$ cat src/rtl/instr_mem_writer_pkg.sv
// Shared constants and types for the instruction-memory writer: format codes,
// opcode values, MIPS field bit positions and the writer FSM state type.
package instr_mem_writer_pkg;

    localparam logic [1:0] FMT_R = 2'd0;
    localparam logic [1:0] FMT_I = 2'd1;
    localparam logic [1:0] FMT_J = 2'd2;

    localparam logic [5:0] OP_RTYPE = 6'd0;
    localparam logic [5:0] OP_J     = 6'd2;
    localparam logic [5:0] OP_JAL   = 6'd3;

    localparam int OPCODE_MSB = 31;
    localparam int OPCODE_LSB = 26;
    localparam int RS_MSB     = 25;
    localparam int RS_LSB     = 21;
    localparam int RT_MSB     = 20;
    localparam int RT_LSB     = 16;
    localparam int RD_MSB     = 15;
    localparam int RD_LSB     = 11;
    localparam int SHAMT_MSB  = 10;
    localparam int SHAMT_LSB  = 6;
    localparam int FUNCT_MSB  = 5;
    localparam int FUNCT_LSB  = 0;
    localparam int IMM_MSB    = 15;
    localparam int IMM_LSB    = 0;
    localparam int JADDR_MSB  = 25;
    localparam int JADDR_LSB  = 0;

    typedef enum logic [1:0] {
        IDLE    = 2'd0,
        WRITE   = 2'd1,
        ADVANCE = 2'd2,
        VERIFY  = 2'd3
    } state_t;

    // I-type may not reuse the R-type or J opcode; J-type must be J or JAL.
    function automatic logic is_legal(input logic [1:0] fmt, input logic [5:0] opcode);
        logic ok;
        ok = 1'b0;
        case (fmt)
            FMT_R:   ok = 1'b1;
            FMT_I:   ok = (opcode != OP_RTYPE) && (opcode != OP_J);
            FMT_J:   ok = (opcode == OP_J) || (opcode == OP_JAL);
            default: ok = 1'b0;
        endcase
        return ok;
    endfunction

endpackage

$ cat src/rtl/instr_mem_writer_packer.sv
// Combinational packer: decoded MIPS fields -> 32-bit R/I/J word, plus a flag
// marking bundles that must be rejected.
module instr_mem_writer_packer
    import instr_mem_writer_pkg::*;
(
    input  logic [1:0]  fmt,
    input  logic [5:0]  opcode,
    input  logic [4:0]  rs,
    input  logic [4:0]  rt,
    input  logic [4:0]  rd,
    input  logic [4:0]  shamt,
    input  logic [5:0]  funct,
    input  logic [15:0] imm,
    input  logic [25:0] jaddr,
    output logic [31:0] word,
    output logic        illegal
);

    always_comb begin
        word = '0;
        case (fmt)
            FMT_R: begin
                word[OPCODE_MSB:OPCODE_LSB] = OP_RTYPE;
                word[RS_MSB:RS_LSB]         = rs;
                word[RT_MSB:RT_LSB]         = rt;
                word[RD_MSB:RD_LSB]         = rd;
                word[SHAMT_MSB:SHAMT_LSB]   = shamt;
                word[FUNCT_MSB:FUNCT_LSB]   = funct;
            end
            FMT_I: begin
                word[OPCODE_MSB:OPCODE_LSB] = opcode;
                word[RS_MSB:RS_LSB]         = rs;
                word[RT_MSB:RT_LSB]         = rt;
                word[IMM_MSB:IMM_LSB]       = imm;
            end
            FMT_J: begin
                word[OPCODE_MSB:OPCODE_LSB] = opcode;
                word[JADDR_MSB:JADDR_LSB]   = jaddr;
            end
            default: word = '0;
        endcase
    end

    assign illegal = !is_legal(fmt, opcode);

endmodule

$ cat src/rtl/instr_mem_writer.sv
// Writes packed instructions to consecutive words of the shared mem block.
// Define INSTR_WRITER_VERIFY_EN to add a read-back VERIFY cycle after each write.
module instr_mem_writer
    import instr_mem_writer_pkg::*;
#(
    parameter logic [31:0] BASE_ADDR = 32'h28,
    parameter int          MAX_WORDS = 11,
    parameter int          ADDR_STEP = 4,
    localparam int         CW        = $clog2(MAX_WORDS + 1)
) (
    input  logic          clk,
    input  logic          reset,
    input  logic          start,
    input  logic          in_valid,
    output logic          in_ready,
    input  logic [1:0]    fmt,
    input  logic [5:0]    opcode,
    input  logic [4:0]    rs,
    input  logic [4:0]    rt,
    input  logic [4:0]    rd,
    input  logic [4:0]    shamt,
    input  logic [5:0]    funct,
    input  logic [15:0]   imm,
    input  logic [25:0]   jaddr,
    output logic [31:0]   address,
    output logic [31:0]   memIn,
    output logic          write,
    output logic          read,
    input  logic [31:0]   memOut,
    output logic [CW-1:0] count,
    output logic          full,
    output logic          err,
    output state_t        state_dbg
);

    localparam logic [CW-1:0] MAX_CNT = CW'(MAX_WORDS);
    localparam logic [31:0]   STEP    = 32'(ADDR_STEP);

    // Handshake: a bundle transfers on a rising edge where in_valid and
    // in_ready are both high; fields are sampled only on that edge.
    state_t        state;
    logic [31:0]   packed_word;
    logic          illegal;
    logic          accept;
    logic [CW-1:0] count_inc;

    instr_mem_writer_packer u_packer (
        .fmt     (fmt),
        .opcode  (opcode),
        .rs      (rs),
        .rt      (rt),
        .rd      (rd),
        .shamt   (shamt),
        .funct   (funct),
        .imm     (imm),
        .jaddr   (jaddr),
        .word    (packed_word),
        .illegal (illegal)
    );

    assign in_ready  = (state == IDLE) && !full && !start;
    assign accept    = in_valid && in_ready;
    assign count_inc = count + CW'(1);
    assign state_dbg = state;

`ifndef INSTR_WRITER_VERIFY_EN
    logic unused_memout;
    assign unused_memout = ^memOut;
    assign read          = 1'b0;
`endif

    always_ff @(posedge clk or posedge reset) begin
        if (reset) begin
            state   <= IDLE;
            address <= BASE_ADDR;
            memIn   <= '0;
            write   <= 1'b0;
`ifdef INSTR_WRITER_VERIFY_EN
            read    <= 1'b0;
`endif
            count   <= '0;
            full    <= 1'b0;
            err     <= 1'b0;
        end else begin
            err <= 1'b0;
            case (state)
                IDLE: begin
                    if (start) begin
                        address <= BASE_ADDR;
                        count   <= '0;
                        full    <= 1'b0;
                    end else if (accept) begin
                        // Rejected bundles still complete the handshake.
                        if (illegal) begin
                            err <= 1'b1;
                        end else begin
                            memIn <= packed_word;
                            write <= 1'b1;
                            state <= WRITE;
                        end
                    end
                end
                WRITE: begin
                    write <= 1'b0;
`ifdef INSTR_WRITER_VERIFY_EN
                    read  <= 1'b1;
                    state <= VERIFY;
`else
                    address <= address + STEP;
                    count   <= count_inc;
                    full    <= (count_inc == MAX_CNT);
                    state   <= ADVANCE;
`endif
                end
`ifdef INSTR_WRITER_VERIFY_EN
                VERIFY: begin
                    // A mismatch is flagged but the word still counts.
                    read    <= 1'b0;
                    err     <= (memOut != memIn);
                    address <= address + STEP;
                    count   <= count_inc;
                    full    <= (count_inc == MAX_CNT);
                    state   <= ADVANCE;
                end
`endif
                ADVANCE: state <= IDLE;
                default: state <= IDLE;
            endcase
        end
    end

endmodule

$ cat config.mk
export PLATFORM = sky130hd
export DESIGN_NAME = instr_mem_writer
export DESIGN_NICKNAME = d
export VERILOG_FILES = /design/src/rtl/instr_mem_writer_pkg.sv /design/src/rtl/instr_mem_writer_packer.sv /design/src/rtl/instr_mem_writer.sv
export SDC_FILE = /design/constraint.sdc
export NUM_CORES = 1
export LEC_CHECK = 0
export ABC_CLOCK_PERIOD_IN_PS = 8000
export CORE_ASPECT_RATIO = 1.2
export CORE_MARGIN = 5
export CORE_UTILIZATION = 44
export CTS_CLUSTER_DIAMETER = 120
export DETAILED_ROUTE_END_ITERATION = 16
export GPL_ROUTABILITY_DRIVEN = 1
export PLACE_DENSITY = 0.93
export SLEW_MARGIN = 20
export SYNTH_ARGS = -nofsm -noshare
export SYNTH_HDL_FRONTEND = slang
export SYNTH_SLANG_ARGS = --single-unit
$ cat constraint.sdc
create_clock -name clk -period 8 [get_ports clk]
set_input_delay 2.4 -clock clk [delete_from_list [all_inputs] [get_ports clk]]
set_output_delay 2.4 -clock clk [all_outputs]
set_load 0.03 [all_outputs]
# [Word-level counts from Yosys, hierarchy flattened]
# Cells that the tools add are included.
[classes] add_sub_neg=2 n_eq_ne=11 mux=20 n_bitwise=1 reduce_logical=15
[ops] operator="case mux 32 bit (3 select lines)" n=1
[ops] operator="case mux 32 bit (2 select lines)" n=1
[ops] operator="adder 32 x 3 -> 32 bit (second input constant)" n=1
[ops] operator="2-to-1 mux 32 bit" n=1
[ops] operator="equality test 6 x 2 -> 1 bit (second input constant)" n=2
[ops] operator="2-to-1 mux 1 bit" n=8
[ops] operator="case mux 4 bit (2 select lines)" n=1
[ops] operator="AND reduction 4 bit" n=2
[ops] operator="2-to-1 mux 2 bit" n=3
[ops] operator="!= test 2 bit (second input constant)" n=3
[ops] operator="!= test 6 x 2 -> 1 bit (second input constant)" n=1
[ops] operator="nonzero test 6 bit" n=1
[ops] operator="adder 4 x 1 -> 4 bit (second input constant)" n=1
[ops] operator="equality test 2 x 1 -> 1 bit (second input constant)" n=2
[ops] operator="equality test 4 bit (second input constant)" n=1
[ops] operator="logical AND 1 bit" n=4
[ops] operator="logical NOT 2 bit" n=2
[ops] operator="2-to-1 mux 4 bit" n=1
[ops] operator="case mux 1 bit (2 select lines)" n=2
[ops] operator="case mux 2 bit (2 select lines)" n=1
[ops] operator="case mux 1 bit (3 select lines)" n=1
[ops] operator="AND reduction 3 bit" n=1
[ops] operator="equality test 2 bit (second input constant)" n=1
[ops] operator="logical NOT 1 bit" n=2
[ops] operator="5 further kinds" n=5
[totals] regBits=73 in_bits=112 output_inout_bits=75 wordCells=56

# [Longest topological paths before layout]
[depth] ltp_word=7 ltp_mapped=7 mapped_depth_nobuf=6

# [Hierarchy]
# A second synthesis with hierarchy kept.
[hier_totals] hier_cells=357 hier_area_um2=3773.6
[by_module_without_submodules] mod="instr_mem_writer" n_inst=1 cells_each=278 area_per_inst_um2=3215.6 seq_area_each_um2=1779.2
[by_module_without_submodules] mod="instr_mem_writer_packer" n_inst=1 cells_each=79 area_per_inst_um2=558.0 seq_area_each_um2=0.0

# [Worst setup path before layout]
# OpenSTA, ideal clock, no wires.
[synth_path] kind="in2out" from="in start" to="out in_ready" arrival_time_ps=2980 t_required_ps=5600 path_slack_ps=2620 stages=1 n_path_buf=0 cell_sequence="nor4_2"
[synth_between] elab_chain_cells=2
[synth_rtl] item="start: declaration" line_no="instr_mem_writer.sv:13" source="input logic start,"
[synth_rtl] item="logical NOT 1 bit" line_no="instr_mem_writer.sv:61" source="assign in_ready = (state == IDLE) && !full && !start;"
[synth_rtl] item="logical AND 1 bit" line_no="instr_mem_writer.sv:61"
[synth_rtl] item="end: declaration" line_no="instr_mem_writer.sv:15" source="output logic in_ready,"
# Every way passes these cells.

# [Final worst setup path]
# Same ends and word-level chain as after synthesis.

==> results.cfg <==
[detailed_routing]
drt-total-wl_mm = 10.7
routedWlPerCell_um = 16.3
first_iter_violations = 159
dr.pass1.iters = 4
vias = 3436
avgViaCountPerCell = 5.25
ant_nets = 0
drc_errors = 0

[clock_network]
tritoncts = built
post-cts-setup-buffers = 0
clock_sinks = 71
cts_resized = 0
clkTransAtPathRegs_ns = 0.07
numCtsBuffers = 9
cts.root.buffer_cell = clkbuf_8
ctsHoldBuffers = 0
clk_latency_ns = 0.35
clock_path_buffers = 2
htreeDepth = 3

[run_status]
status = finished clean

[power]
comb_power_share_pct = 29.2
power_density_nw_per_um2 = 187
fin_total_pwr_mw = 1.03
swShare_pct = 32.1
p_leak_nw = 2.32
clkPwrFrac_pct = 29.4
seq_power_share_pct = 41.4
ir_drop_mv = 0.122
switchingPower_mw = 0.330
p_int_mw = 0.699

[yosys]
yosysTopAreaCellShare_pct = 46.5
synth.avg_cell_area_um2 = 9.55
synthTopCellsByArea = dfrtp_1 46%, nor2_1 6.3%, nand2_1 4.5%, mux2i_1 4.3%, xnor2_1 4.2%
syn-cell-area_um2 = 3720
synthArstFlopShare_pct = 100
ys_seq_area_share_pct = 47.9
synthFlopType = dfrtp_1
synth_enable_flop_cells = 0
ys_seq_elements = 71
synth.distinct_cells = 45
syn_inst = 389
synth_top_cell_by_area = dfrtp_1
synth_warnings = 0

[timing]
fin_setup_tns_ns = 0
final.min_clock_period_ns = 6.25
setup_violations = 0
finalMaxSlewViolations = 0
tightest_slew_ns = 0.886
max_freq_mhz = 160
finalHoldViolations = 0
fin_skew_ns = 0.00478
fin_crit_sh_pct = 78.1
rsz0062_at_grt = false
maxSlewHeadroom_pct = 40.9

[layout]
diodes = 0
fill_cells = 616
final_common_cell = clkdlybuf4s50_1
area_growth_pct = 48.0
final_nets = 651
final_cell_mix = 151 x clkdlybuf4s50_1, 69 x dfrtp_1, 62 x nor2_1
drive_above_1_share_pct = 8.69

[global_routing]
grt_overflow = 0
grt_pass1_wl_mm = 17.7
gr-usage-all-layers_pct = 21.3
grt_pass1_vias = 3709
antenna_found_initial = 0
grt_start_max_net_pins = 72

[worst_setup_path]
setup.worst_path.end_class = primary output
arrival_ns = 3.85
start_kind = input pin
crit_start = start
cp_max_fo = 4
r2r_cells = 7
worstPathRequired_ns = 5.60
criticalPathCategory = input pin to primary output
rr_startpoint = state_dbg[1]$_DFFE_PP0P_

[floorplan]
die_x_um = 93.9
num_rows = 36
start_util_pct = 45.3
die_y_um = 111
io_pins = 187
dieArea_um2 = 10400
core_area_um2 = 8200

[min_path]
hp-class = flip-flop to flip-flop
hold_start = write$_DFFE_PP0P_
worstHoldPathCells = 2

[place]
portBuffers = 151
dp_hpwl_mm = 8.14
routabilityCongestion = 0.923

[job]
cap_violations = 0
-- metrics by stage --
stage	hold slack (ns)	setup WS (ns)	util, %	std cells	cell area (µm²)
after floorplan	0.583	2.62	-	391	3720
after global placement	0.457	1.76	64.5	639	5290
after detailed placement	0.468	1.77	64.5	639	5290
after CTS	0.485	1.75	67.1	655	5500
after global routing	0.514	1.71	67.1	655	5500
final	0.482	1.75	67.1	655	5500
-- sequential cells by signal, indices dropped and copies added, names as in the netlist --
register   flops
full           1
count          4
memIn         32
err            1
state_dbg      2
address       30
write          1
-- critical path: stages --
cell	delay (ns)
clkdlybuf4s50_1	0.49
nor4_2	0.23
clkdlybuf4s50_1	0.73
-- worst paths after layout --
path	endpoint	slack, ns
min	write$_DFFE_PP0P_	0.48
max reg2reg	memIn[26]$_DFFE_PP0P_	5.63
min in group asynchronous	address[18]$_DFFE_PP0P_	2.63
max	in_ready	1.75
min reg2reg	write$_DFFE_PP0P_	0.48
max in group asynchronous	memIn[9]$_DFFE_PP0P_	4.80
-- power groups by stage --
| stage | clock network, mW | registers, mW | logic, mW |
|---|---|---|---|
| floorplan | 0 | 0.509 | 0.0752 |
| global placement | 0 | 0.430 | 0.296 |
| detailed placement | 0 | 0.433 | 0.303 |
| CTS | 0.308 | 0.426 | 0.304 |
| global route | 0.324 | 0.432 | 0.322 |
| finish | 0.303 | 0.426 | 0.300 |
-- layer usage --
layer / up-vias / GRT usage, % / wire, µm
met5: - / 0 / 0
li1: 1624 / - / -
met3: 22 / 7.74 / 1100
met2: 167 / 36.6 / 5420
met4: 0 / 9.73 / 272
met1: 1623 / 23.0 / 3880
-- logic make-up (layout without fill, tap and decap cells) --
kind of cell               count (synthesis)  after routing  share of synthesized area [%]
adders and majority gates                  3              3                           1.01
xor gates and xnor gates                  26             26                           6.13
and+or+nand+nor                          170            170                           23.4
DFF                                       71             71                           47.9
other                                      1              3                          0.101
muxes                                     16             16                           4.31
AOI/OAI and AO/OA                         67             67                           12.5
buffers and inverters                     35            185                           4.68
-- cell usage after synthesis, types with 2 or more instances --
cell	instances
a21o_1	3
a21oi_1	23
a221oi_2	10
and2_1	3
and3_1	2
and4_1	2
buf_2	4
buf_4	4
buf_6	3
clkbuf_1	10
dfrtp_1	69
dfstp_2	2
ha_1	3
inv_1	12
mux2i_1	16
nand2_1	45
nand2b_1	3
nand3_1	17
nand4_1	4
nand4_4	3
nor2_1	62
nor3_1	8
nor4_1	5
nor4_2	5
o21ai_0	21
o21ai_1	4
or3_1	4
xnor2_1	18
xor2_1	8
-- final cells by class --
cell class	instances	area (µm²)	share of cell area (%)
multi-input cells	285	1770	32.2
repair buffers	156	1550	28.2
flip-flops and latches	71	1780	32.4
clock buffers	13	169	3.07
inverters	13	48.8	0.887
well taps	114	143	2.59
clock inverters	3	40.0	0.728
Power figures use the tool's default switching activity.
